--- src/rtl/sr_axis_pkg.sv ---
// Shared types and constants for the RGB565 AXI-Stream tile datapath.
package sr_axis_pkg;
  localparam int PIX565_W     = 16;
  localparam int PIX_PER_BEAT = 4;
  localparam int BEAT_W       = PIX565_W * PIX_PER_BEAT;

  typedef logic [PIX565_W-1:0] pix565_t;
  typedef logic [BEAT_W-1:0]   beat_t;

  // RGB565 field positions: R[15:11], G[10:5], B[4:0]
  localparam int R_MSB = 15;
  localparam int R_LSB = 11;
  localparam int G_MSB = 10;
  localparam int G_LSB = 5;
  localparam int B_MSB = 4;
  localparam int B_LSB = 0;

  localparam int DEFAULT_TILE_W = 28;
  localparam int DEFAULT_TILE_H = 28;

  // Pixel 'lane' of a beat; lane 0 sits in the least significant bits.
  function automatic pix565_t beat_lane(input beat_t beat, input logic [1:0] lane);
    return beat[PIX565_W*lane +: PIX565_W];
  endfunction
endpackage

--- src/rtl/rgb565_axis_serializer_if.sv ---
// Beat-in / pixel-out stream bundle of the RGB565 serializer.
interface rgb565_axis_serializer_if;
  import sr_axis_pkg::*;

  // Both sides use AXI-Stream rules: a transfer happens on a rising edge where
  // valid && ready; valid never waits on ready, and payload is held while valid && !ready.
  logic    s_tvalid;
  logic    s_tready;
  logic    s_tlast;
  logic    [7:0] s_tkeep;
  beat_t   s_tdata;
  logic    m_tvalid;
  logic    m_tready;
  pix565_t m_tdata;
  logic    m_tuser;
  logic    m_teol;
  logic    m_tlast;

  modport slave (
    input  s_tvalid, s_tlast, s_tkeep, s_tdata, m_tready,
    output s_tready, m_tvalid, m_tdata, m_tuser, m_teol, m_tlast
  );

  modport master (
    output s_tvalid, s_tlast, s_tkeep, s_tdata, m_tready,
    input  s_tready, m_tvalid, m_tdata, m_tuser, m_teol, m_tlast
  );
endinterface

--- src/rtl/rgb565_tile_counter.sv ---
// Column/row position inside a TILE_W x TILE_H tile with SOF/EOL/EOT decode.
module rgb565_tile_counter #(
  parameter int TILE_W = 28,
  parameter int TILE_H = 28,
  parameter int CW     = (TILE_W > 1) ? $clog2(TILE_W) : 1,
  parameter int RW     = (TILE_H > 1) ? $clog2(TILE_H) : 1
) (
  input  logic          clk,
  input  logic          rst_n,
  input  logic          advance,
  input  logic          resync,
  output logic [CW-1:0] col,
  output logic [RW-1:0] row,
  output logic          is_sof,
  output logic          is_eol,
  output logic          is_eot
);
  localparam logic [CW-1:0] COL_LAST = CW'(TILE_W - 1);
  localparam logic [RW-1:0] ROW_LAST = RW'(TILE_H - 1);

  always_ff @(posedge clk or negedge rst_n) begin
    if (!rst_n) begin
      col <= '0;
      row <= '0;
    end else if (advance) begin
      if (resync) begin
        col <= '0;
        row <= '0;
      end else if (col == COL_LAST) begin
        col <= '0;
        row <= (row == ROW_LAST) ? '0 : row + 1'b1;
      end else begin
        col <= col + 1'b1;
      end
    end
  end

  assign is_sof = (col == '0) && (row == '0);
  assign is_eol = (col == COL_LAST);
  assign is_eot = is_eol && (row == ROW_LAST);
endmodule

--- src/rtl/rgb565_axis_serializer.sv ---
// Splits 4-pixel RGB565 beats into a 1 pixel/cycle stream with tile position
// markers and sticky checks of upstream tlast/tkeep against the tile geometry.
module rgb565_axis_serializer
  import sr_axis_pkg::*;
#(
  parameter int TILE_W = DEFAULT_TILE_W,
  parameter int TILE_H = DEFAULT_TILE_H
) (
  input  logic                           aclk,
  input  logic                           aresetn,
  rgb565_axis_serializer_if.slave        bus,
  input  logic                           clr_err,
  output logic                           err_tlast_early,
  output logic                           err_tlast_miss,
  output logic                           err_keep
);
  beat_t      hold_data;
  logic       hold_last;
  logic       hold_valid;
  logic [1:0] lane;

  logic accept;
  logic xfer;
  logic beat_done;
  logic is_sof;
  logic is_eol;
  logic is_eot;
  logic set_early;
  logic set_miss;
  logic set_keep;

  // Ready also when the last lane leaves this cycle, so beats chain without a bubble.
  assign bus.s_tready = !hold_valid || ((lane == 2'd3) && bus.m_tready);
  assign accept       = bus.s_tvalid && bus.s_tready;
  assign xfer         = hold_valid && bus.m_tready;
  assign beat_done    = xfer && (lane == 2'd3);

  always_ff @(posedge aclk or negedge aresetn) begin
    if (!aresetn) begin
      hold_data  <= '0;
      hold_last  <= 1'b0;
      hold_valid <= 1'b0;
      lane       <= 2'd0;
    end else if (accept) begin
      hold_data  <= bus.s_tdata;
      hold_last  <= bus.s_tlast;
      hold_valid <= 1'b1;
      lane       <= 2'd0;
    end else if (xfer) begin
      lane <= lane + 2'd1;
      if (lane == 2'd3) hold_valid <= 1'b0;
    end
  end

  assign bus.m_tvalid = hold_valid;
  assign bus.m_tdata  = beat_lane(hold_data, lane);
  assign bus.m_tuser  = is_sof;
  assign bus.m_teol   = is_eol;
  assign bus.m_tlast  = is_eot;

  // tlast is only judged when a whole beat has left; lane 3 always lines up with
  // row ends because TILE_W is a whole number of beats.
  assign set_early = beat_done && hold_last && !is_eot;
  assign set_miss  = beat_done && is_eot && !hold_last;
  assign set_keep  = accept && (bus.s_tkeep != 8'hFF);

  rgb565_tile_counter #(
    .TILE_W (TILE_W),
    .TILE_H (TILE_H)
  ) u_tile_counter (
    .clk     (aclk),
    .rst_n   (aresetn),
    .advance (xfer),
    .resync  (set_early),
    .col     (),
    .row     (),
    .is_sof  (is_sof),
    .is_eol  (is_eol),
    .is_eot  (is_eot)
  );

  // Sticky flags: a new error in the clearing cycle survives the clear.
  always_ff @(posedge aclk or negedge aresetn) begin
    if (!aresetn) begin
      err_tlast_early <= 1'b0;
      err_tlast_miss  <= 1'b0;
      err_keep        <= 1'b0;
    end else begin
      if (set_early)    err_tlast_early <= 1'b1;
      else if (clr_err) err_tlast_early <= 1'b0;
      if (set_miss)     err_tlast_miss  <= 1'b1;
      else if (clr_err) err_tlast_miss  <= 1'b0;
      if (set_keep)     err_keep        <= 1'b1;
      else if (clr_err) err_keep        <= 1'b0;
    end
  end
endmodule

--- src/flat_wrapper.sv ---
// flat-port wrapper written by rule: the top's interface ports become plain ports
module rgb565_axis_serializer_flat import sr_axis_pkg::*;
#(
  parameter int TILE_W = DEFAULT_TILE_W,
  parameter int TILE_H = DEFAULT_TILE_H
)
  (aclk, aresetn, clr_err, err_tlast_early, err_tlast_miss, err_keep, bus_s_tvalid, bus_s_tlast, bus_s_tkeep, bus_s_tdata, bus_m_tready, bus_s_tready, bus_m_tvalid, bus_m_tdata, bus_m_tuser, bus_m_teol, bus_m_tlast);
  rgb565_axis_serializer_if bus_i ();
  input  logic aclk;
  input  logic aresetn;
  input  logic clr_err;
  output logic err_tlast_early;
  output logic err_tlast_miss;
  output logic err_keep;
  input wire logic [$bits(bus_i.s_tvalid)-1:0] bus_s_tvalid;
  input wire logic [$bits(bus_i.s_tlast)-1:0] bus_s_tlast;
  input wire logic [$bits(bus_i.s_tkeep)-1:0] bus_s_tkeep;
  input wire logic [$bits(bus_i.s_tdata)-1:0] bus_s_tdata;
  input wire logic [$bits(bus_i.m_tready)-1:0] bus_m_tready;
  output wire logic [$bits(bus_i.s_tready)-1:0] bus_s_tready;
  output wire logic [$bits(bus_i.m_tvalid)-1:0] bus_m_tvalid;
  output wire logic [$bits(bus_i.m_tdata)-1:0] bus_m_tdata;
  output wire logic [$bits(bus_i.m_tuser)-1:0] bus_m_tuser;
  output wire logic [$bits(bus_i.m_teol)-1:0] bus_m_teol;
  output wire logic [$bits(bus_i.m_tlast)-1:0] bus_m_tlast;
  assign bus_i.s_tvalid = bus_s_tvalid;
  assign bus_i.s_tlast = bus_s_tlast;
  assign bus_i.s_tkeep = bus_s_tkeep;
  assign bus_i.s_tdata = bus_s_tdata;
  assign bus_i.m_tready = bus_m_tready;
  assign bus_s_tready = bus_i.s_tready;
  assign bus_m_tvalid = bus_i.m_tvalid;
  assign bus_m_tdata = bus_i.m_tdata;
  assign bus_m_tuser = bus_i.m_tuser;
  assign bus_m_teol = bus_i.m_teol;
  assign bus_m_tlast = bus_i.m_tlast;
  rgb565_axis_serializer #(.TILE_W(TILE_W), .TILE_H(TILE_H)) u_core (.aclk(aclk), .aresetn(aresetn), .bus(bus_i), .clr_err(clr_err), .err_tlast_early(err_tlast_early), .err_tlast_miss(err_tlast_miss), .err_keep(err_keep));
endmodule
--- config.mk ---
export PLATFORM = sky130hd
export DESIGN_NAME = rgb565_axis_serializer_flat
export DESIGN_NICKNAME = d
export VERILOG_FILES = /design/src/rtl/sr_axis_pkg.sv /design/src/rtl/rgb565_axis_serializer_if.sv /design/src/rtl/rgb565_tile_counter.sv /design/src/rtl/rgb565_axis_serializer.sv /design/src/flat_wrapper.sv
export SDC_FILE = /design/constraint.sdc
export NUM_CORES = 1
export LEC_CHECK = 0
export ABC_CLOCK_PERIOD_IN_PS = 3300
export CAP_MARGIN = 40
export CORE_MARGIN = 2
export CORE_UTILIZATION = 45
export CTS_CLUSTER_SIZE = 20
export DETAILED_ROUTE_END_ITERATION = 7
export PLACE_DENSITY = 0.8
export SLEW_MARGIN = 0
export SYNTH_ARGS = -nofsm -noshare
export SYNTH_HDL_FRONTEND = slang
export SYNTH_SLANG_ARGS = --single-unit
--- constraint.sdc ---
create_clock -name aclk -period 3.3 [get_ports aclk]
set_clock_uncertainty 0.05 [all_clocks]
set_input_delay 0.66 -clock aclk [delete_from_list [all_inputs] [get_ports aclk]]
set_output_delay 0.66 -clock aclk [all_outputs]
set_load 0.02 [all_outputs]
# ---- Word-level counts from Yosys, hierarchy flattened
# Cells that the tools add are included.
dict set report word_totals {
  reg_bits 81
  out_inout_bits 24
  wordCells 56
}
dict set report op_classes {
  add_sub_neg 3
  n_eq_ne 4
  shift 1
  n_mux 14
  reduce_logical 25
}
# operator n
set op_table {}
lappend op_table {{$shiftx 64x7->16} 1}
lappend op_table {{$mux 5} 5}
lappend op_table {{$reduce_bool 2->1} 6}
lappend op_table {{$logic_and 1x1->1} 11}
lappend op_table {{$add 5x1->5 const B} 2}
lappend op_table {{$eq 5x5->1 const B} 2}
lappend op_table {{$logic_not 5->1} 2}
lappend op_table {{$ne 8x8->1 const B} 1}
lappend op_table {{$mux 1} 7}
lappend op_table {{$mux 2} 2}
lappend op_table {{$reduce_and 2->1} 2}
lappend op_table {{$logic_not 1->1} 3}
lappend op_table {{$add 2x1->2 const B} 1}
lappend op_table {{$eq 2x2->1 const B} 1}
lappend op_table {{$logic_or 1x1->1} 1}

# ---- Logic depth before layout (Yosys ltp)
dict set report logic_depth {
  ltp_word 6
  depth_mapped 7
  ltp_nobuf 6
}

# ---- Hierarchy
# A second synthesis with hierarchy kept.
dict set report hier_totals {
  hier_cells 255
  hier_area_um2 3975.1
}
# module n_inst cells_each area_each_um2 seq_area_each_um2
set modules_own_cells {}
lappend modules_own_cells {rgb565_axis_serializer 1 183 3296.9 1776.7}
lappend modules_own_cells {rgb565_tile_counter 1 72 678.2 250.2}

# ---- Worst setup path before layout
# Ideal clock, no wire load.
dict set report synth_timing {
  path_type {register to output}
  start {reg u_core.lane[0]}
  end {out bus_m_tdata[10]}
  arrival_time_ns 1.316
  required_time_ns 2.590
  slack_ns 1.274
  stages_incl_launch_ff 4
  cell_sequence {dfrtp_1 > buf_4 > buf_4 > mux4_2}
}
dict set report synth_via {
  elab_chain_cells 1
}
# item line
set synth_rtl {}
lappend synth_rtl {{start: declaration} rgb565_axis_serializer.sv:20} ;# logic [1:0] lane;
lappend synth_rtl {{start signal: assignment} rgb565_axis_serializer.sv:50} ;# lane <= lane + 2'd1;
lappend synth_rtl {{$shiftx 64x7->16} sr_axis_pkg.sv:23} ;# return beat[PIX565_W*lane +: PIX565_W];
lappend synth_rtl {{end: declaration} flat_wrapper.sv:22} ;# output wire logic [$bits(bus_i.m_tdata)-1:0] bus_m_tdata;
# Every way passes these cells.

# ---- Worst setup path in the final report
dict set report layout_timing {
  start {reg u_core.u_tile_counter.col[0]}
  end {out bus_m_tlast}
}
dict set report layout_via {
  elab_chain_cells 2
}
# item line
set layout_rtl {}
lappend layout_rtl {{start: declaration} rgb565_tile_counter.sv:12} ;# output logic [CW-1:0] col,
lappend layout_rtl {{start signal: assignment} rgb565_tile_counter.sv:33} ;# col <= col + 1'b1;
lappend layout_rtl {{$eq 5x5->1} rgb565_tile_counter.sv:39} ;# assign is_eol = (col == COL_LAST);
lappend layout_rtl {{$logic_and 1x1->1} rgb565_tile_counter.sv:40} ;# assign is_eot = is_eol && (row == ROW_LAST);
lappend layout_rtl {{end: declaration} flat_wrapper.sv:25} ;# output wire logic [$bits(bus_i.m_tlast)-1:0] bus_m_tlast;
# Every way passes these cells.

==> summary by stage <==
Placed design
The post-placement cell count is 455. The worst slack at placement is 0.620 ns. Summed over all nets, the half-perimeter wirelength after detailed placement is 5680 um.

After detailed placement, the total cell area comes to 4990 um2. The final weighted congestion of routability-driven global placement is 0.762. The count of input and output buffers is 101.

Run
The number of max-cap violations is 0.

Clocking
Counting along the longest clock path gives a buffer depth of 2. The CTS root buffer is sky130_fd_sc_hd__clkbuf_8. Once the clock tree was built, the resizer swapped 0 gates to a different size.

The later pin in the worst-skew pair is clocked with a latency of 0.35 ns. The clock slew at the register clock pins of the worst setup and hold paths is 0.08 ns. The number of H-tree levels is 3. TritonCTS built the clock tree. The hold buffer count at cts is 0. The number of sinks on the clock net is 81. The number of CTS-inserted buffers is 9. The number of setup buffers added after CTS is 0.

GRT
The global-route total usage across every layer is 18.0%. The overall overflow remaining after global route is 0. The first global-routing pass estimated 13,500 um of wire. The number of antenna violations at the first check in global routing is 0. Entering global routing, the biggest net connects 48 pins. The via count of the first global-routing pass is 2,681.

Pwr
The power spent charging and discharging nets is 1.58 mW. The net switching fraction of the power is 32.6%. The internal power of the cells totals 3.26 mW. The proportion of power drawn by combinational gates is 47.1%. The part of the total power dissipated in sequential elements is 36.9%. The worst supply voltage drop on vdd is 0.526 mV.

The clock network accounts for 16.0% of the total power. The power per cell area is 930 nW/um2. The design draws 4.84 mW. In this run the static leakage power is 2.33 nW.

Critical path
The startpoint of the most critical setup path is u_core.u_tile_counter.col[0]. The type of the worst setup path is reg -> out. Of all nets on the critical path, the largest fanout is 8. In this run the critical register-to-register path is launched from u_core.lane[0].

Data on the critical path is required at its endpoint by 2.59 ns. The arrival time at the worst endpoint is 2.19 ns. STA classifies the critical path endpoint as an output pin. The element type at the critical path start is a register.

Synth
After synthesis the netlist holds a flip-flop and latch count of 81. The gate count after technology mapping is 255. The share of the synthesized area in the top cell type is 52.3%. Sorting the synthesized cells by area gives the leading types as sky130_fd_sc_hd__dfrtp_1 52%, sky130_fd_sc_hd__mux2_4 15%, sky130_fd_sc_hd__mux4_2 9.3%.

The mean post-synth cell area is 15.2 um2. The largest area contributor in the synthesized netlist is sky130_fd_sc_hd__dfrtp_1. In this run the cell area of the synthesized design comes to 3870 um2. The count of cell types in the netlist is 37.

The warning count from the yosys run is 0. The sequential area share after synthesis is 52.3%. When the netlist entered floorplanning its net count stood at 338.

Routing
The number of iterations in the first detailed-routing pass is 4. In the final routed layout, each cell accounts on average for 16.9 um. The overall via count from detail_route is 2,443. Wires add up to 7950 um.

The detail route stage leaves a number of antenna-violating nets equal to 0. The first-iteration detailed-routing DRC count is 86. The routed via count divided by cell count is 5.19. The residual DRC count is 0.

Timing
Subtracting the final worst setup slack from the clock period gives 2.90 ns. The least setup slack across all paths after layout is 0.400 ns. The worst slew margin relative to its limit is 67.8%. The slew of the pin with the lowest slew margin is 0.483 ns.

The count of final max-slew check failures is 0. The final hold violation count is 0. The minimum hold slack is 0.212 ns.

The fraction of the cycle the final worst path needs is 87.9%. For the final routed database, the setup TNS stands at 0 ns. Static timing analysis puts the maximum clock frequency at 345 MHz. The final number of setup-violating endpoints is 0.

Setup repair after global routing left no endpoint under its margin.

Floorplan
The row count is 33. In this run the vertical extent of the chip is 96.8 um. For this design the top-level I/O count stands at 102. For this configuration, the core starts out at a cell density of 46.7%.

The area of the die is 9370 um2. The floorplan step defined a core boundary enclosing 8300 um2. The die boundary width is 96.8 um.

Layout
The post-route netlist has 30.1% of its cells at a drive strength greater than 1. The number of fill cells is 608. The antenna diode count is 0. The count of cells in the finished layout, fillers not included, comes to 471. The multi-input combinational cells in the finished layout cover a total of 1710 um2. With fillers left out, the area of the finished cells amounts to 5200 um2. The share of the core filled with cells in the final layout is 62.7%. The area growth from synthesis to layout is 34.3%.

The count of nets after finishing is 444. The sequential cells in the finished layout cover a total of 2030 um2.

Hold path
The classification of the worst-slack hold path is in -> async.

Status
The flow ran to the end, and the final reports show no timing, DRC or antenna violations.
## flip-flops by register name, indices dropped and copies added, names as in the netlist
signal and count:
u_core.bus.m_tvalid 1, u_core.err_keep 1, u_core.err_tlast_early 1, u_core.err_tlast_miss 1, u_core.hold_data 64, u_core.hold_last 1, u_core.lane 2, u_core.u_tile_counter.col 5
u_core.u_tile_counter.row 5
## worst max-delay path: stages (launching register included)
cell and delay, ns:
sky130_fd_sc_hd__dfrtp_1 0.41, sky130_fd_sc_hd__ha_1 0.25, sky130_fd_sc_hd__nand4b_2 0.23, sky130_fd_sc_hd__inv_1 0.19, sky130_fd_sc_hd__and2_4 0.17, sky130_fd_sc_hd__clkdlybuf4s50_1 0.59
## cell families (layout without fill, tap and decap cells)
logic type,after synthesis,after routing,synth area share [%]
mux,82,82,32.2
simple gates,41,41,6.04
buf+inv,22,133,3.75
flops,81,81,52.3
compound gates,23,23,3.81
fa+ha+maj,5,5,1.61
xor+xnor,1,1,0.226
## power by group through the flow
stage	Combinational, mW	Clock, mW	Sequential (mW)
final	2.28	0.774	1.78
after global routing	2.45	0.833	1.85
after CTS	2.31	0.796	1.78
after detailed placement	2.31	0	1.79
after global placement	2.25	0	1.77
after floorplan	1.62	0	1.69
## Yosys cell counts
library cell,instances
sky130_fd_sc_hd__a21o_1,1
sky130_fd_sc_hd__a21oi_1,5
sky130_fd_sc_hd__a31oi_1,1
sky130_fd_sc_hd__a32o_1,1
sky130_fd_sc_hd__a32oi_1,1
sky130_fd_sc_hd__a41o_1,2
sky130_fd_sc_hd__and2_1,2
sky130_fd_sc_hd__and2_4,1
sky130_fd_sc_hd__and4_1,1
sky130_fd_sc_hd__and4b_1,1
sky130_fd_sc_hd__buf_2,5
sky130_fd_sc_hd__buf_4,2
sky130_fd_sc_hd__buf_6,2
sky130_fd_sc_hd__buf_8,3
sky130_fd_sc_hd__dfrtp_1,81
sky130_fd_sc_hd__ha_1,5
sky130_fd_sc_hd__inv_1,10
sky130_fd_sc_hd__mux2_2,26
sky130_fd_sc_hd__mux2_4,39
sky130_fd_sc_hd__mux2i_1,1
sky130_fd_sc_hd__mux4_2,16
sky130_fd_sc_hd__nand2_1,14
sky130_fd_sc_hd__nand2_2,3
sky130_fd_sc_hd__nand2_4,1
sky130_fd_sc_hd__nand2b_1,2
sky130_fd_sc_hd__nand3_1,2
sky130_fd_sc_hd__nand4_1,2
sky130_fd_sc_hd__nand4b_1,1
sky130_fd_sc_hd__nand4b_2,1
sky130_fd_sc_hd__nor2_1,6
sky130_fd_sc_hd__nor2b_1,2
sky130_fd_sc_hd__nor4b_1,2
sky130_fd_sc_hd__o211ai_1,1
sky130_fd_sc_hd__o21ai_0,7
sky130_fd_sc_hd__o22ai_1,3
sky130_fd_sc_hd__o32ai_1,1
sky130_fd_sc_hd__xnor2_1,1
## layout by cell type, fill, tap and decap left out, drive strengths merged, types with 5 or more instances in the layout
cell type,count
a21oi,5
buf,7
clkbuf,11
clkdlybuf4s50,100
dfrtp,81
ha,5
inv,10
mux2,65
mux4,16
nand2,18
nor2,6
o21ai,7
## worst paths after layout
path | end | slack [ns] | depth (start not counted)
worst max-delay path | bus_m_tlast | 0.40 | 5
worst min-delay path | u_core.err_tlast_miss | 0.21 | 1
worst max register to register | u_core.hold_data[19] | 1.05 | 7
worst min register to register | u_core.hold_data[35] | 0.45 | 1
max in group asynchronous | u_core.hold_data[6] | 2.41 | 2
min in group aclk | u_core.hold_data[35] | 0.45 | 1
## layer usage
| metal | GRT usage, % | up-vias | wire (um) | part of all wire, % |
|---|---|---|---|---|
| li1 | - | 1139 | - | - |
| met1 | 23.8 | 1216 | 3520 | 44 |
| met2 | 28.5 | 78 | 3740 | 47 |
| met3 | 5.56 | 10 | 567 | 7.1 |
| met4 | 6.18 | 0 | 119 | 1.5 |
| met5 | 0 | - | 0 | 0 |
## final cells by class
class | instances | area share (%)
sequential | 81 | 39.0
multi-input combinational | 152 | 32.8
timing repair buffer | 107 | 20.9
clock buffer | 11 | 2.91
tap | 105 | 2.52
clock inverter | 5 | 1.23
inverter | 10 | 0.721
Note: power is estimated with default switching activity, not from simulation.
==> RTL edit 1, RTL diff (same flow settings) <==
The package constant `PIX_PER_BEAT` goes from 4 to 5.
--- a/src/rtl/sr_axis_pkg.sv
+++ b/src/rtl/sr_axis_pkg.sv
@@ -1,7 +1,7 @@
 // Shared types and constants for the RGB565 AXI-Stream tile datapath.
 package sr_axis_pkg;
   localparam int PIX565_W     = 16;
-  localparam int PIX_PER_BEAT = 4;
+  localparam int PIX_PER_BEAT = 5;
   localparam int BEAT_W       = PIX565_W * PIX_PER_BEAT;
 
   typedef logic [PIX565_W-1:0] pix565_t;
Interface: changed (resized bus_s_tdata); port bits go from 102 to 118. No check against the original RTL was run, so the function may have changed too.
==> RTL edit 1 against the original RTL <==
- area after synthesis grew 2.0%
- non-clock buffer count grew 1
- core utilization shrank 2.1 points
- total power shrank 2.2%
- count of clock-buffer cells in the layout grew 1
- setup slack lost 87 ps
- die area grew 1.9%
- sequential share of layout area shrank 0.23 points
- critical path type unchanged
- sequential cell count is the same
- synthesized cell count shrank 1.2%
- wire length shrank 2.1%
- final area grew 0.60%
==> RTL edit 1: results (changes against the original RTL) <==
[synthesis]
synthDistinctLibCells = 38  ; was 37
syn_nets = 351  ; was 338
synthTopCellsByArea = dfrtp_1 51%, mux2_4 15%, mux4_2 9.1%  ; was dfrtp_1 52%, mux2_4 15%, mux4_2 9.3%
synth-async-reset-ratio_pct = 100  ; unchanged
ys_seq_area_share_pct = 51.3  ; was 52.3%
yosysMostFrequentCell = dfrtp_1  ; unchanged
synth_area_per_cell_sq_um = 15.7  ; was 15.2 sq um
ys_warn_count = 0  ; unchanged
synth.top_cells.by_count = 81 x dfrtp_1, 39 x mux2_4, 27 x mux2_2  ; was 81 x dfrtp_1, 39 x mux2_4, 26 x mux2_2

[cts]
clk_latency_ps = 350  ; about the same
post_cts_buffers = 0  ; unchanged
root_buffer = clkbuf_8  ; unchanged
cts_made_buffers = 9  ; unchanged
clockBufferDepth = 2  ; unchanged
clk_pin_slew_ps = 90
cts_max_level = 3  ; unchanged
cts_resized = 0  ; unchanged

[global_routing]
grt_pass1_wl_um = 13300  ; was 13,500 um
grt_max_degree = 69  ; was 48
antenna_found_initial = 0  ; unchanged
track_usage_pct = 17.6  ; was 18.0%
grt_pass1_vias = 2717  ; was 2,681

[placement]
place_ws_ps = 503  ; was 620 ps
hpwl_um = 5630  ; was 5680 um
globalplace.congestion = 0.853  ; was 0.762
port_buffers = 101  ; unchanged
dp.cells = 455  ; unchanged
placed_cell_area_sq_mm = 0.00504  ; was 0.00499 sq mm

[power]
p_sw_mw = 1.52  ; was 1.58 mW
ir_drop_v = 0.000522  ; was 0.000526 V
p_leak_nw = 2.35  ; was 2.33 nW

[route]
via_per_inst = 5.24  ; was 5.19
drt_pass1_iterations = 5  ; was 4
vias = 2469  ; was 2,443
drt-initial-drc-count = 51  ; was 86
routedWlPerCell_um = 16.5  ; was 16.9 um

[critical_path]
critPathTopFamily = buffers and inverters  ; unchanged
cp_slowest_cell = clkdlybuf4s50_1  ; unchanged
crit_arrival_ps = 2280  ; was 2190 ps
worst-path-max-fanout = 11  ; was 8
max_stage_delay_ps = 630  ; was 590 ps
rr_startpoint = u_core.lane[0]  ; unchanged
crit_start = u_core.u_tile_counter.col[1]  ; was u_core.u_tile_counter.col[0]
reg2reg_depth = 6  ; was 7
r2r_slack_ps = 950  ; was 1050 ps

[outcome]
status = complete, no violations  ; unchanged

[cells_and_area]
reg_top3 = u_core.hold_data x64, u_core.u_tile_counter.col x5, u_core.u_tile_counter.row x5  ; unchanged
layout-drive-gt1-share_pct = 30.3  ; was 30.1%
fillers = 695  ; was 608
antenna_cells = 0  ; unchanged

[hold_path]
min_path_type = in2async  ; unchanged

[sta]
fmax_mhz = 335  ; was 345 MHz
relSlewSlack_pct = 69.3  ; was 67.8%

-- RTL edit 1: changes by cell type after synthesis, moves of 3 or more --
cell	change
a22o_1	+3
buf_12	+5
buf_8	-3
nand2_1	-9
nand4_1	+4
nor2_1	-3
-- RTL edit 1: logic make-up (layout without fill, tap and decap cells) --
| logic type | Yosys count | in the layout | synth area share, % |
|---|---|---|---|
| AOI/OAI and AO/OA | 24 | 24 | 4.15 |
| xor gates and xnor gates | 1 | 1 | 0.222 |
| adders and majority gates | 5 | 5 | 1.58 |
| buffers and inverters | 22 | 133 | 4.59 |
| DFF | 81 | 81 | 51.3 |
| muxes | 84 | 84 | 32.2 |
| and+or+nand+nor | 35 | 35 | 5.99 |
-- RTL edit 1: stage by stage --
stage          utilization [%]  hold WS (ps)
2_1_floorplan                -           314
3_3_place_gp              58.1           432
3_5_place_dp              58.4           438
4_1_cts                   60.6          96.4
5_1_grt                   60.6           106
6_report                  60.6           108
-- RTL edit 1: worst reg2reg max path: stages (launching register included) --
cell and delay [ps]:
dfrtp_1 370, buf_4 250, ha_1 310, a21bo_4 260, nand2_4 350, buf_4 290, mux2_2 350
-- RTL edit 1: metal layers --
layer | share of wire (%) | GRT usage (%) | routed length (um)
met1 | 42 | 22.5 | 3300
met2 | 49 | 28.1 | 3790
met3 | 8.4 | 6.19 | 652
met4 | 0.53 | 5.98 | 41
met5 | 0 | 0 | 0
-- RTL edit 1: final cells by class --
type	instances	area share, %
clock buffer	12	3.15
clock inverter	4	0.502
inverter	9	0.645
multi-input combinational	149	33.3
sequential	81	38.7
tap	108	2.58
timing repair buffer	108	21.1
-- RTL edit 1: power by group through the flow --
| stage | sequential [mW] | clock, mW | combinational, mW |
|---|---|---|---|
| floorplan | 1.67 | 0 | 1.63 |
| global placement | 1.74 | 0 | 2.27 |
| detailed placement | 1.77 | 0 | 2.31 |
| CTS | 1.76 | 0.708 | 2.33 |
| global route | 1.82 | 0.756 | 2.46 |
| finish | 1.76 | 0.683 | 2.29 |
-- RTL edit 1: path summary, 6_finish.rpt --
kind	end
max	bus_m_teol
min	u_core.hold_data[10]
max reg2reg	u_core.hold_data[34]
min reg2reg	u_core.hold_data[34]
max in group asynchronous	u_core.hold_data[34]
min in group aclk	u_core.hold_data[34]
==> RTL edit 2, RTL diff (same flow settings) <==
Made on the original files. Make the reset (`aresetn` and `rst_n`) synchronous in 3 clocked blocks.
--- a/src/rtl/rgb565_tile_counter.sv
+++ b/src/rtl/rgb565_tile_counter.sv
@@ -18,7 +18,7 @@
   localparam logic [CW-1:0] COL_LAST = CW'(TILE_W - 1);
   localparam logic [RW-1:0] ROW_LAST = RW'(TILE_H - 1);
 
-  always_ff @(posedge clk or negedge rst_n) begin
+  always_ff @(posedge clk) begin
     if (!rst_n) begin
       col <= '0;
       row <= '0;
--- a/src/rtl/rgb565_axis_serializer.sv
+++ b/src/rtl/rgb565_axis_serializer.sv
@@ -35,7 +35,7 @@
   assign xfer         = hold_valid && bus.m_tready;
   assign beat_done    = xfer && (lane == 2'd3);
 
-  always_ff @(posedge aclk or negedge aresetn) begin
+  always_ff @(posedge aclk) begin
     if (!aresetn) begin
       hold_data  <= '0;
       hold_last  <= 1'b0;
@@ -80,7 +80,7 @@
   );
 
   // Sticky flags: a new error in the clearing cycle survives the clear.
-  always_ff @(posedge aclk or negedge aresetn) begin
+  always_ff @(posedge aclk) begin
     if (!aresetn) begin
       err_tlast_early <= 1'b0;
       err_tlast_miss  <= 1'b0;
Behaviour: differs if aresetn is asserted again (counterexample within 4 cycles, from zero or initial values and one cycle with aresetn low); with aresetn held inactive, the same outputs for 10 cycles.
==> RTL edit 2 against the original RTL <==
- sequential cell count did not move
- register-to-register slack improved by 500 ps
- critical path depth fell by 2
- final area fell by 9.2%
- area after synthesis fell by 9.6%
- setup slack improved by 63 ps
- wire length rose by 2.2%
- critical path type unchanged
Power is not compared: it rests on default switching activity, and its combinational part moved more than twofold at a synthesized area within 25%.
==> RTL edit 2: results (changes against the original RTL) <==
[cts]
clk_latency_ps = 330  ; was 350 ps
clockBufferDepth = 2  ; unchanged
root_buffer = clkbuf_8  ; unchanged
clk_pin_slew_ps = 80  ; about the same

[synthesis]
synth_area_per_cell_sq_um = 8.73  ; was 15.2 sq um
syn_nets = 484  ; was 338
synthDistinctLibCells = 36  ; was 37
synth.top_cells.by_count = 143 x nand2_1, 81 x dfxtp_1, 72 x a21oi_1  ; was 81 x dfrtp_1, 39 x mux2_4, 26 x mux2_2
synth-async-reset-ratio_pct = 0  ; was 100%
ys_seq_area_share_pct = 46.3  ; was 52.3%
synthTopCellsByArea = dfxtp_1 46%, nand2_1 15%, a21oi_1 10%  ; was dfrtp_1 52%, mux2_4 15%, mux4_2 9.3%

[cells_and_area]
fin_nets = 575  ; was 444
fillers = 660  ; was 608
layout-drive-gt1-share_pct = 8.85  ; was 30.1%

[critical_path]
worst-path-max-fanout = 3  ; was 8
critPathTopFamily = simple AND/OR/NAND/NOR gates  ; was buffers and inverters
max_stage_delay_ps = 670  ; was 590 ps
crit_arrival_ps = 2130  ; was 2190 ps

[global_routing]
grt_pass1_wl_um = 13300  ; was 13,500 um
grt_max_degree = 67  ; was 48
track_usage_pct = 19.7  ; was 18.0%
grt_pass1_vias = 2962  ; was 2,681

[placement]
hpwl_um = 5580  ; was 5680 um
globalplace.congestion = 0.752  ; was 0.762

[hold_path]
min_path_type = reg2reg  ; was in2async

[route]
wirelength_um = 8130  ; was 7950 um
drt_pass1_iterations = 4  ; unchanged
routedWlPerCell_um = 13.6  ; was 16.9 um
via_per_inst = 5.05  ; was 5.19
drt-initial-drc-count = 154  ; was 86

[sta]
relSlewSlack_pct = 51.1  ; was 67.8%

[power]
power.internal_mw = 1.54
ir_drop_v = 0.000204
p_leak_nw = 1.77

[die]
die_x_um = 92.2  ; was 96.8 um

[outcome]
status = complete, no violations  ; unchanged

==> RTL edit 2: worst min-delay path, cell delays in order, from the launching register on <==
cell,delay (ps)
dfxtp_1,310
nand2_1,50
a21oi_1,50
==> RTL edit 2: path summary, 6_finish.rpt <==
kind	start	to	slack (ps)	depth (start not counted)
worst max-delay path	u_core.u_tile_counter.col[4]	bus_m_tuser	460	3
worst min-delay path	u_core.hold_data[9]	u_core.hold_data[9]	410	2
worst max register to register	u_core.lane[1]	u_core.u_tile_counter.row[1]	1550	5
worst min register to register	u_core.hold_data[9]	u_core.hold_data[9]	410	2
==> RTL edit 2: cell type report <==
class	count	share of cell area, %
clock buffer	9	2.62
clock inverter	7	1.46
inverter	8	0.662
multi-input combinational	286	35.3
sequential	81	34.3
tap	102	2.70
timing repair buffer	106	23.0
==> RTL edit 2: cells by family (layout without fill, tap and decap cells) <==
kind of cell | count (synthesis) | count (layout) | synth area share, %
xor+xnor | 5 | 5 | 1.25
simple gates | 177 | 177 | 21.6
compound gates | 83 | 83 | 12.5
flops | 81 | 81 | 46.3
mux | 16 | 16 | 10.3
buf+inv | 34 | 130 | 6.22
fa+ha+maj | 5 | 5 | 1.79
==> RTL edit 2: metrics by stage <==
| step | setup slack (ps) | hold slack (ps) | cell area (sq um) | power [mW] |
|---|---|---|---|---|
| 6_report | 463 | 406 | 4730 | 2.05 |
| 5_1_grt | 338 | 427 | 4730 | 2.16 |
| 4_1_cts | 427 | 409 | 4730 | 2.08 |
| 3_5_place_dp | 614 | 397 | 4530 | 1.38 |
| 3_3_place_gp | 608 | 389 | 4530 | 1.37 |
| 2_1_floorplan | 1130 | 383 | 3500 | 1.23 |
==> RTL edit 2: power by group through the flow <==
stage                     Sequential (mW)  Combinational (mW)  Clock [mW]
after floorplan                      1.07               0.163           0
after global placement               1.07               0.301           0
after detailed placement             1.07               0.306           0
after CTS                            1.05               0.308       0.721
after global routing                 1.06               0.333       0.767
final                                1.05               0.304       0.697
==> RTL edit 2: metal layers <==
layer	wire length (um)	GRT usage [%]	vias to the layer above
met2	4200	35.3	72
li1	-	-	1532
met5	0	0	-
met4	59	6.84	0
met3	431	5.01	6
met1	3440	22.7	1417
